==> config.mk <==
export PLATFORM = sky130hd
export DESIGN_NAME = rectangle_lines_generator_flat
export DESIGN_NICKNAME = d
export VERILOG_FILES = /design/src/rtl/rectangle_lines_generator_pkg.sv /design/src/rtl/rectangle_lines_generator_if.sv /design/src/rtl/rectangle_lines_generator.sv /design/src/flat_wrapper.sv
export SDC_FILE = /design/constraint.sdc
export NUM_CORES = 1
export LEC_CHECK = 0
export CAP_MARGIN = 15
export CORE_MARGIN = 2
export CORE_UTILIZATION = 60
export CTS_CLUSTER_SIZE = 14
export DETAILED_ROUTE_END_ITERATION = 10
export HOLD_SLACK_MARGIN = 0.02
export PLACE_DENSITY = 0.8
export RECOVER_POWER = 100
export REMOVE_ABC_BUFFERS = 1
export SYNTH_ARGS = -nofsm -noshare
export SYNTH_HDL_FRONTEND = slang
export SYNTH_SLANG_ARGS = --single-unit
==> constraint.sdc <==
create_clock -name _clock -period 5.65 [get_ports _clock]
set_clock_uncertainty 0.1 [all_clocks]
set_input_delay 1.695 -clock _clock [delete_from_list [all_inputs] [get_ports _clock]]
set_output_delay 1.695 -clock _clock [all_outputs]
set_load 0.005 [all_outputs]
==> src/rtl/rectangle_lines_generator_pkg.sv <==
// Shared types for the rectangle outline point generator.
package rectangle_lines_pkg;

  typedef logic signed [31:0] data_t;

  typedef enum logic [1:0] {
    ST_IDLE   = 2'd0,
    ST_W_LOOP = 2'd1,
    ST_H_LOOP = 2'd2,
    ST_DONE   = 2'd3
  } state_e;

endpackage

==> src/rtl/rectangle_lines_generator_if.sv <==
// Request/stream bundle between the parameter source and the point generator.
interface rectangle_lines_generator_if;
  import rectangle_lines_pkg::*;

  logic  _start;
  data_t s_x;
  data_t s_y;
  data_t height;
  data_t width;
  data_t _out0;
  data_t _out1;
  logic  _valid;
  logic  _done;

  modport master (
    output _start, s_x, s_y, height, width,
    input  _out0, _out1, _valid, _done
  );

  modport slave (
    input  _start, s_x, s_y, height, width,
    output _out0, _out1, _valid, _done
  );
endinterface

==> src/rtl/rectangle_lines_generator.sv <==
// Emits the outline points of a rectangle, one (x, y) pair per clock.
//
// state     | meaning
// ----------+-----------------------------------------------------------
// ST_IDLE   | waiting for _start after reset
// ST_W_LOOP | width loop: left point (phase 0), right point (phase 1)
// ST_H_LOOP | height loop: top point (phase 0), bottom point (phase 1)
// ST_DONE   | sequence finished, _done held until the next _start
//
// When a loop is exhausted its state falls straight through to the next
// loop's work in the same cycle, so the stream has no bubbles and an empty
// rectangle reports _done one cycle after _start.
module rectangle_lines_generator
  import rectangle_lines_pkg::*;
(
  input logic                        _clock,
  input logic                        _reset_n,
  rectangle_lines_generator_if.slave bus
);

  state_e state_q, state_d;
  data_t  sx_q, sx_d;
  data_t  sy_q, sy_d;
  data_t  h_q, h_d;
  data_t  w_q, w_d;
  data_t  xr_q, xr_d;
  data_t  yb_q, yb_d;
  data_t  cnt_q, cnt_d;
  logic   phase_q, phase_d;
  data_t  out0_q, out0_d;
  data_t  out1_q, out1_d;
  logic   valid_q, valid_d;
  logic   done_q, done_d;

  logic   do_h;
  data_t  h_cnt;
  logic   h_phase;

  // Next-state and datapath: latch on start, walk width loop then height loop.
  always_comb begin
    state_d = state_q;
    sx_d    = sx_q;
    sy_d    = sy_q;
    h_d     = h_q;
    w_d     = w_q;
    xr_d    = xr_q;
    yb_d    = yb_q;
    cnt_d   = cnt_q;
    phase_d = phase_q;
    out0_d  = out0_q;
    out1_d  = out1_q;
    valid_d = 1'b0;
    done_d  = done_q;
    do_h    = 1'b0;
    h_cnt   = cnt_q;
    h_phase = phase_q;

    case (state_q)
      ST_IDLE, ST_DONE: begin
        if (bus._start) begin
          sx_d    = bus.s_x;
          sy_d    = bus.s_y;
          h_d     = bus.height;
          w_d     = bus.width;
          xr_d    = bus.s_x + bus.height - data_t'(1);
          yb_d    = bus.s_y + bus.width - data_t'(1);
          cnt_d   = '0;
          phase_d = 1'b0;
          done_d  = 1'b0;
          state_d = ST_W_LOOP;
        end
      end
      ST_W_LOOP: begin
        if (cnt_q < w_q) begin
          out0_d  = phase_q ? xr_q : sx_q;
          out1_d  = sy_q + cnt_q;
          valid_d = 1'b1;
          phase_d = ~phase_q;
          if (phase_q) cnt_d = cnt_q + data_t'(1);
        end else begin
          do_h    = 1'b1;
          h_cnt   = '0;
          h_phase = 1'b0;
          state_d = ST_H_LOOP;
        end
      end
      ST_H_LOOP: do_h = 1'b1;
      default:   state_d = ST_IDLE;
    endcase

    if (do_h) begin
      if (h_cnt < h_q) begin
        out0_d  = sx_q + h_cnt;
        out1_d  = h_phase ? yb_q : sy_q;
        valid_d = 1'b1;
        phase_d = ~h_phase;
        cnt_d   = h_phase ? h_cnt + data_t'(1) : h_cnt;
      end else begin
        done_d  = 1'b1;
        state_d = ST_DONE;
      end
    end
  end

  // State and output registers; reset dominates any concurrent start.
  always_ff @(posedge _clock) begin
    if (!_reset_n) begin
      state_q <= ST_IDLE;
      sx_q    <= '0;
      sy_q    <= '0;
      h_q     <= '0;
      w_q     <= '0;
      xr_q    <= '0;
      yb_q    <= '0;
      cnt_q   <= '0;
      phase_q <= 1'b0;
      out0_q  <= '0;
      out1_q  <= '0;
      valid_q <= 1'b0;
      done_q  <= 1'b0;
    end else begin
      state_q <= state_d;
      sx_q    <= sx_d;
      sy_q    <= sy_d;
      h_q     <= h_d;
      w_q     <= w_d;
      xr_q    <= xr_d;
      yb_q    <= yb_d;
      cnt_q   <= cnt_d;
      phase_q <= phase_d;
      out0_q  <= out0_d;
      out1_q  <= out1_d;
      valid_q <= valid_d;
      done_q  <= done_d;
    end
  end

  assign bus._out0  = out0_q;
  assign bus._out1  = out1_q;
  assign bus._valid = valid_q;
  assign bus._done  = done_q;

endmodule

==> src/flat_wrapper.sv <==
// flat-port wrapper written by rule: the top's interface ports become plain ports
module rectangle_lines_generator_flat import rectangle_lines_pkg::*;
  (_clock, _reset_n, bus__start, bus_s_x, bus_s_y, bus_height, bus_width, bus__out0, bus__out1, bus__valid, bus__done);
  rectangle_lines_generator_if bus_i ();
  input logic _clock;
  input logic _reset_n;
  input wire logic [$bits(bus_i._start)-1:0] bus__start;
  input wire logic [$bits(bus_i.s_x)-1:0] bus_s_x;
  input wire logic [$bits(bus_i.s_y)-1:0] bus_s_y;
  input wire logic [$bits(bus_i.height)-1:0] bus_height;
  input wire logic [$bits(bus_i.width)-1:0] bus_width;
  output wire logic [$bits(bus_i._out0)-1:0] bus__out0;
  output wire logic [$bits(bus_i._out1)-1:0] bus__out1;
  output wire logic [$bits(bus_i._valid)-1:0] bus__valid;
  output wire logic [$bits(bus_i._done)-1:0] bus__done;
  assign bus_i._start = bus__start;
  assign bus_i.s_x = bus_s_x;
  assign bus_i.s_y = bus_s_y;
  assign bus_i.height = bus_height;
  assign bus_i.width = bus_width;
  assign bus__out0 = bus_i._out0;
  assign bus__out1 = bus_i._out1;
  assign bus__valid = bus_i._valid;
  assign bus__done = bus_i._done;
  rectangle_lines_generator u_core (._clock(_clock), ._reset_n(_reset_n), .bus(bus_i));
endmodule
==> results_dict.tcl, run 1 <==
set metrics [dict create \
    place_area_um2 24900 \
    crit_slowest_cell "or4_1" \
    max_stage_delay_ns 0.54 \
    start_kind "flop" \
    drtIter0Drc 1950 \
    dieArea_um2 38300 \
    end_kind "flop" \
    power_density_nw_per_um2 265 \
    synth_edf_count 0 \
    port_buffers 196 \
    critPathBufInv 4 \
    drtAntennaViolNets 0 \
    stdcell_area_um2 25900 \
    crit_arrival_ns 5.66 \
    clock-sinks 293 \
    layout.nets 3602 \
    hold_path_class "flop to flop" \
    setup-violations-final 0 \
    first_pass_iters 6 \
    initial_core_util 0.605 \
    drt_wl_total_um 65700 \
    cp.required_ns 5.95 \
    num_vias 22400 \
    syn-cell-area_um2 22100 \
    overflow 0 \
    synth_area_per_cell_um2 7.26 \
    cts-root-buf "clkbuf_16" \
    worst_pin_slew_ns 2.56 \
    viasPerCell 6.05 \
    place.gp.congestion 0.953 \
    crit_type "flop to flop" \
    rsz0062_at_grt "false" \
    ys_ff_latch 293 \
    mostFrequentLayoutCell "nand2_1" \
    layout_min_cycle_time_ns 5.37 \
    htreeDepth 2 \
    finalPower_mw 6.87 \
    clk_pin_slew_worst_paths_ns 0.06 \
    ir_drop_v 0.000197 \
    track_usage 0.334 \
    finalMaxSlewViolations 172 \
    hpwl_um 48500 \
    violations "max-capacitance violations, max-slew violations" \
    setup_ws_ns 0.282 \
    layout_common_cells "nand2_1 (546), inv_1 (355), a21oi_1 (337)" \
    cts_tree "built" \
    fp-row-count 70 \
    hold_ws_ns 0.351 \
    leakage_nw 11.5 \
    synth_cell_types 79 \
    die_h_um 196 \
    area_growth_pct 17.6 \
    ys.flop_type "dfxtp_1" \
    drive_above_1_share 0.0538 \
    dp_slack_ns -0.0481 \
    die_x_um 196 \
    fmax_ghz 0.186 \
    synth_cells 3036 \
    grt_start_max_net_pins 114 \
    clkLatencyLatePin_ns 0.52 \
    fp.coreArea_um2 36400 \
    outcome "finished, violations left" \
    hold_viol_final 0 \
    fillCellCount 3029 \
    maxCapViolCount 3 \
    wl_per_cell_um 17.7 \
    period_share 0.950 \
    hold_buffers 0 \
    grt_pass1_wl_um 106000 \
    antenna_found_initial 1 \
    pin_count 197 \
    numCtsBuffers 36 \
    crit_family "compound AO/OA/AOI/OAI gates" \
    yosysSeqAreaShare 0.266 \
    grt_pass1_vias 21300 \
    cts_max_path_buffers 3 \
    post-route-drc-count 0 \
    path_cells "inv_1 -> ha_1 -> a211oi_1 -> o21bai_1 -> nor4_1 -> nor2_1 -> a31oi_2 -> or2_1 -> buf_12 -> and2_1 -> ha_1 -> nand3_1 -> or4_1 -> a21oi_1 -> o211ai_1 -> a221o_2 -> o221ai_4 -> buf_12 -> buf_4 -> a21oi_1 -> a311oi_1" \
    ys_warn_count 0 \
    critical_path.max_fanout 37 \
    relSlewSlack -0.708 \
    async_flop_share 0 \
]
==> tightest hold or removal path, delay by kind of cell, from the launching register on <==
kind	cells	cell delay, ns
flops	1	0.30
compound gates	1	0.05
simple gates	1	0.05
==> routing by layer <==
| layer | share of wire | up-vias | track usage | routed length, um |
|---|---|---|---|---|
| met4 | 0.037 | 0 | 0.130 | 2410 |
| met1 | 0.42 | 10500 | 0.437 | 27600 |
| li1 | - | 10800 | - | - |
| met2 | 0.47 | 878 | 0.564 | 30700 |
| met5 | 0 | - | 0 | 0 |
| met3 | 0.076 | 187 | 0.0411 | 4980 |
==> final timing paths <==
kind	startpoint	endpoint	slack, ns	cells past startpoint
worst max-delay path	u_core.w_q[13]	u_core.cnt_q[20]	0.28	21
worst min register to register	u_core.w_q[24]	u_core.w_q[24]	0.35	2
worst min-delay path	u_core.w_q[24]	u_core.w_q[24]	0.35	2
worst max register to register	u_core.w_q[13]	u_core.cnt_q[20]	0.28	21
==> stage by stage <==
| stage | util | std cells | setup TNS [ns] |
|---|---|---|---|
| after floorplan | - | 2883 | -696.41 |
| after global placement | 0.684 | 3643 | 0 |
| after detailed placement | 0.684 | 3643 | -0.0481 |
| after CTS | 0.714 | 3703 | 0 |
| after global routing | 0.712 | 3706 | 0 |
| final | 0.712 | 3706 | 0 |
==> layout make-up <==
cell class / count / area (um^2) / area share
diodes: 1 / 2.50 / 0.0000965
clock buffers: 55 / 1050 / 0.0406
clock inverters: 5 / 50.0 / 0.00193
inverters: 356 / 1340 / 0.0518
multi-input cells: 2235 / 14300 / 0.551
flip-flops and latches: 293 / 5870 / 0.226
well taps: 468 / 586 / 0.0226
repair buffers: 293 / 2760 / 0.106
==> synth_stat cells (42+ instances only) <==
| library cell | count | share of area |
|---|---|---|
| o211ai_1 | 42 | 0.014 |
| a211oi_1 | 50 | 0.017 |
| nor3_1 | 53 | 0.012 |
| mux2i_1 | 45 | 0.020 |
| xnor2_1 | 81 | 0.032 |
| a21oi_1 | 337 | 0.076 |
| nor2_1 | 148 | 0.025 |
| inv_1 | 355 | 0.060 |
| nand3_1 | 75 | 0.017 |
| clkbuf_1 | 122 | 0.021 |
| dfxtp_1 | 293 | 0.27 |
| nand2_1 | 547 | 0.093 |
| ha_1 | 252 | 0.14 |
| a21o_1 | 46 | 0.016 |
| and2_1 | 49 | 0.014 |
| o21ai_0 | 114 | 0.026 |
==> report_power, final <==
group	switching (mW)	leakage (nW)	internal [mW]
Clock	0.895	0.543	1.32
Combinational	1.28	8.57	0.909
Sequential	0.171	2.40	2.30
Total	2.35	11.5	4.53
==> logic make-up after synthesis <==
group	after synthesis	share of synthesized area
buf+inv	509	0.0887
mux	48	0.0220
flops	293	0.266
fa+ha+maj	256	0.147
simple gates	1030	0.209
xor+xnor	122	0.0484
compound gates	778	0.219
==> what timing repair did <==
| item | in CTS | in global routing |
|---|---|---|
| endpoints found under the setup margin | 0 | 34 |
| buffers inserted | 0 | 1 |
| resized for setup | 0 | 5 |
==> state kept, by name (all words and copies together) (netlist names) <==
name               count
u_core.bus._out0      32
u_core.bus._out1      32
u_core.cnt_q          32
u_core.h_q            32
u_core.sx_q           32
u_core.sy_q           32
u_core.w_q            32
u_core.xr_q           32
u_core.yb_q           32
u_core.state_q         2
u_core.bus._done       1
u_core.bus._valid      1
u_core.phase_q         1
(Power assumes the default switching activity.)
==> run 2: changes to the inputs <==
- CTS_CLUSTER_DIAMETER: default -> 50
==> run 2 against run 1 <==
Against the previous run:
- the run still ends with max-capacitance violations, max-slew violations left
- maximum frequency shrank 1.1%
- clock power grew 19%
- hold slack improved by 0.0020 ns
- first-iteration DRC count up 4.7%
- sequential share of layout area is 0.25 points lower
- critical path depth is 1 lower
- worst setup slack worse by 0.061 ns
- critical path type unchanged
- largest cell class unchanged
- highest routed layer unchanged
==> results_dict.tcl, run 2 (synthesis gave the netlist of run 1 again) <==
set metrics [dict create \
    relSlewSlack -0.712 \
    layout_common_cells "nand2_1 (546), inv_1 (355), a21oi_1 (337)" \
    htreeDepth 2 \
    fin_cells 3717 \
    crit_type "flop to flop" \
    max_stage_delay_ns 0.54 \
    rr_worst_depth 20 \
    viasPerCell 6.08 \
    r2r_slack_ns 0.22 \
    clock-sinks 293 \
    seqCellArea_um2 5870 \
    leakage_nw 11.7 \
    critical_path.max_fanout 37 \
    fp.coreArea_um2 36400 \
    cts_tree "built" \
    start_kind "flop" \
    dp.cells 3643 \
    num_vias 22600 \
    end_kind "flop" \
    cts_max_path_buffers 3 \
    place.gp.congestion 0.953 \
    hold_depth 2 \
    wl_per_cell_um 17.8 \
    layout.nets 3606 \
    grt_pass1_wl_um 106000 \
    cp.required_ns 5.97 \
    drtIter0Drc 2042 \
    drive_above_1_share 0.0597 \
    worst_pin_slew_ns 2.56 \
    drt_wl_total_um 66300 \
    layout_min_cycle_time_ns 5.43 \
    clk_pin_slew_worst_paths_ns 0.06 \
    numCtsBuffers 39 \
    hpwl_um 48500 \
    post-route-drc-count 0 \
    setup_ws_ns 0.221 \
    hold_path_class "flop to flop" \
    first_pass_iters 6 \
    clkLatencyLatePin_ns 0.54 \
    cts-root-buf "clkbuf_16" \
    violations "max-capacitance violations, max-slew violations" \
    finalMaxSlewViolations 172 \
    maxCapViolCount 3 \
    dp_slack_ns -0.0481 \
    setup-violations-final 0 \
    multi_input_comb_area_um2 14300 \
    port_buffers 196 \
    hold_viol_final 0 \
    fmax_ghz 0.184 \
    antenna_found_initial 1 \
    crit_slowest_cell "or4_1" \
    outcome "finished, violations left" \
    initial_core_util 0.605 \
    overflow 0 \
    ir_drop_v 0.000187 \
    r2r_start "u_core.w_q[13]" \
    path_cells "inv_1 -> ha_1 -> a211oi_2 -> o21bai_1 -> nor4_1 -> nor2_1 -> a31oi_2 -> or2_1 -> buf_12 -> and2_1 -> ha_1 -> nand3_1 -> or4_1 -> a21oi_1 -> o211ai_1 -> a221o_1 -> o221ai_4 -> buf_12 -> nand2_1 -> o21ai_0" \
    period_share 0.961 \
    die_x_um 196 \
    r2r_end "u_core.cnt_q[30]" \
    mostFrequentLayoutCell "nand2_1" \
    grt_start_max_net_pins 114 \
    grt_pass1_vias 21500 \
    fp-row-count 70 \
    crit_end "u_core.cnt_q[30]" \
    pin_count 197 \
    power_density_nw_per_um2 279 \
    area_growth_pct 19.0 \
    track_usage 0.336 \
    die_h_um 196 \
    crit_arrival_ns 5.75 \
    drtAntennaViolNets 0 \
    dieArea_um2 38300 \
    setup.worst_path.start "u_core.w_q[13]" \
    fillCellCount 2983 \
]
[run 2: power by group]
part	switching, mW	leakage [nW]	internal, mW	total, mW
registers	0.172	2.40	2.30	2.47
logic	1.29	8.57	0.910	2.20
clock network	1.02	0.684	1.63	2.65
[run 2: cell type report]
class,count,share of cell area
inverter,356,0.0512
sequential,293,0.224
clock inverter,23,0.0113
clock buffer,47,0.0415
antenna,1,0.0000954
tap,468,0.0223
multi-input combinational,2234,0.544
timing repair buffer,295,0.106
[run 2: per-layer routing]
metal,vias up,global-route usage,share of wire
met3,204,0.0366,0.077
met1,10500,0.439,0.42
met4,0,0.141,0.039
li1,10800,-,-
met2,1010,0.567,0.47
met5,-,0,0
[run 2: what timing repair did]
action	4_1_cts	5_1_grt
setup endpoints to repair	0	47
buffers inserted	0	3
resized for setup	0	5
hold buffers	0	0
[run 2: worst max-delay path, delay by kind of cell (launching register included)]
family	cells	cell delay, ns
flip-flops	1	0.33
buffers and inverters	3	0.47
AND/OR/NAND/NOR	7	1.84
AO/OA/AOI/OAI	8	1.89
adder cells (fa/ha/maj)	2	0.66
[run 2: per-stage QoR]
| stage | setup TNS (ns) | utilization | hold WS, ns | cell area, um^2 | power (mW) |
|---|---|---|---|---|---|
| 2_1_floorplan | -696.41 | - | 0.331 | 21400 | 3.91 |
| 3_3_place_gp | 0 | 0.684 | 0.340 | 24900 | 4.61 |
| 3_5_place_dp | -0.0481 | 0.684 | 0.345 | 24900 | 4.68 |
| 4_1_cts | 0 | 0.722 | 0.354 | 26300 | 7.33 |
| 5_1_grt | -0.0151 | 0.720 | 0.369 | 26200 | 7.66 |
| 6_report | 0 | 0.720 | 0.353 | 26200 | 7.32 |
[run 2: worst min-delay path by stage]
stage                     slack (ns)               to            start
final                           0.35   u_core.yb_q[8]   u_core.yb_q[8]
after CTS                       0.35  u_core.yb_q[24]  u_core.yb_q[24]
after global routing            0.37   u_core.w_q[22]   u_core.w_q[22]
after detailed placement        0.34  u_core.yb_q[21]  u_core.yb_q[21]
after floorplan                 0.33  u_core.yb_q[30]  u_core.yb_q[30]
after global placement          0.34   u_core.yb_q[7]   u_core.yb_q[7]
==> run 3: changes to the inputs <==
- CORE_UTILIZATION: 60 -> 54
- PLACE_DENSITY: 0.8 -> 0.75
- clock period: 5.65 -> 4.6 ns (I/O delays scaled with it)
==> run 3 against run 2 <==
Against the previous run:
- the run ends with max-capacitance violations, max-slew violations, negative setup slack left
- sequential cell count unchanged
- die area grew 11%
- non-clock buffer count is 268 higher
- clock-buffer cell count is 4 lower
- power rose by 26%
- worst setup slack worse by 0.65 ns
- maximum frequency rose by 8.0%
- via count grew 4.7%
- critical endpoint is now u_core.cnt_q[19]
- highest routed layer unchanged
==> results_dict.tcl, run 3 (synthesis gave the netlist of run 1 again) <==
set metrics [dict create \
    fp.coreArea_um2 40600 \
    hold_ws_ns 0.351 \
    cts-root-buf "clkbuf_16" \
    grt_pass1_vias 23100 \
    numCtsBuffers 34 \
    antenna_found_initial 1 \
    critical_path.max_fanout 7 \
    first_pass_iters 8 \
    grt_pass1_wl_um 116000 \
    layout_min_cycle_time_ns 5.02 \
    maxCapViolCount 1 \
    path_cells "inv_2 -> ha_4 -> nand4_1 -> buf_6 -> nor4_4 -> a31oi_2 -> or2_4 -> buf_8 -> and2_4 -> ha_4 -> nand3_2 -> or4_4 -> a21oi_2 -> o211ai_1 -> a221o_1 -> buf_6 -> o221ai_4 -> buf_12 -> buf_4 -> o21ai_1 -> a311oi_2" \
    htreeDepth 2 \
    dp_slack_ns -0.803 \
    fp-row-count 74 \
    initial_core_util 0.544 \
    use_met1 0.425 \
    fmax_ghz 0.199 \
    setup_ws_ns -0.425 \
    violations "max-capacitance violations, max-slew violations, negative setup slack" \
    end_kind "flop" \
    clkLatencyLatePin_ns 0.56 \
    critPathBufInv 6 \
    drive_above_1_share 0.189 \
    start_kind "flop" \
    rsz0062_at_grt "true" \
    crit_family "simple AND/OR/NAND/NOR gates" \
    layout_common_cells "nand2_1 (539), inv_1 (342), a21oi_1 (317)" \
    worst_pin_slew_ns 1.66 \
    met2_usage 0.571 \
    use_met3 0.0490 \
    die_h_um 206 \
    clock-sinks 293 \
    relSlewSlack -0.108 \
    drtIter0Drc 1832 \
    port_buffers 196 \
    max_stage_delay_ns 0.54 \
    drt_wl_total_um 74000 \
    crit_slowest_cell "or4_4" \
    wl_per_cell_um 18.3 \
    crit_type "flop to flop" \
    stdcell_area_um2 29900 \
    gr-max-usage-layer "met2" \
    leakage_nw 13.2 \
    viasPerCell 5.86 \
    pin_count 197 \
    cts_tree "built" \
    place.gp.congestion 0.921 \
    power_density_nw_per_um2 307 \
    die_x_um 206 \
    ir_drop_v 0.000251 \
    crit_arrival_ns 5.34 \
    drtAntennaViolNets 0 \
    hpwl_um 52400 \
    num_vias 23700 \
    grt_start_max_net_pins 110 \
    clk_pin_slew_worst_paths_ns 0.06 \
    dieArea_um2 42500 \
    place_area_um2 26600 \
    period_share 1.09 \
    track_usage 0.336 \
    area_growth_pct 35.6 \
    hold_buffers 0 \
    finalMaxSlewViolations 80 \
    cp.required_ns 4.91 \
    layout.nets 3870 \
    mostFrequentLayoutCell "nand2_1" \
    overflow 0 \
    setup-violations-final 98 \
    post-route-drc-count 0 \
    cts_max_path_buffers 3 \
    outcome "finished, violations left" \
    hold_viol_final 0 \
    hold_path_class "flop to flop" \
]
[run 3: final timing paths]
kind,slack [ns],from,to,cells past startpoint
worst max-delay path,-0.42,u_core.w_q[31],u_core.cnt_q[19],21
worst min-delay path,0.35,u_core.yb_q[10],u_core.yb_q[10],2
worst max register to register,-0.42,u_core.w_q[31],u_core.cnt_q[19],21
worst min register to register,0.35,u_core.yb_q[10],u_core.yb_q[10],2
[run 3: layout make-up]
cell class	count	area, um^2
diodes	1	2.50
clock buffers	43	978
clock inverters	14	171
fillers	3113	10600
inverters	356	1350
multi-input cells	2235	15600
flip-flops and latches	293	5880
well taps	532	666
repair buffers	563	5270
[run 3: through the flow]
| step | TNS (ns) | util | power (mW) | std cells |
|---|---|---|---|---|
| after floorplan | -938.70 | - | 4.80 | 2883 |
| after global placement | -41.47 | 0.656 | 5.90 | 3922 |
| after detailed placement | -62.74 | 0.656 | 6.00 | 3922 |
| after CTS | -14.39 | 0.717 | 8.99 | 4021 |
| after global routing | -42.70 | 0.737 | 9.63 | 4037 |
| final | -28.07 | 0.737 | 9.19 | 4037 |
[run 3: report_power, final]
group / switching (mW) / internal (mW)
Combinational: 1.80 / 1.51
Clock: 1.18 / 1.65
Sequential: 0.223 / 2.82
[run 3: tightest hold or removal path: cells and delay by family, from the launching register on]
family | cells | cell delay, ns
flip-flops | 1 | 0.31
AND/OR/NAND/NOR | 1 | 0.05
AO/OA/AOI/OAI | 1 | 0.05
[run 3: layer usage]
metal	vias to the layer above	part of all wire	wire [um]
li1	11400	-	-
met1	11200	0.42	31100
met2	884	0.48	35200
met3	235	0.063	4670
met4	0	0.041	3060
met5	-	0	0
[run 3: what timing repair did]
action,4_1_cts,5_1_grt
buffers inserted,32,20
pin swaps,86,99
hold endpoints to repair,0,0
cloned,10,2
endpoints found under the setup margin,106,117
gates resized for setup,165,168
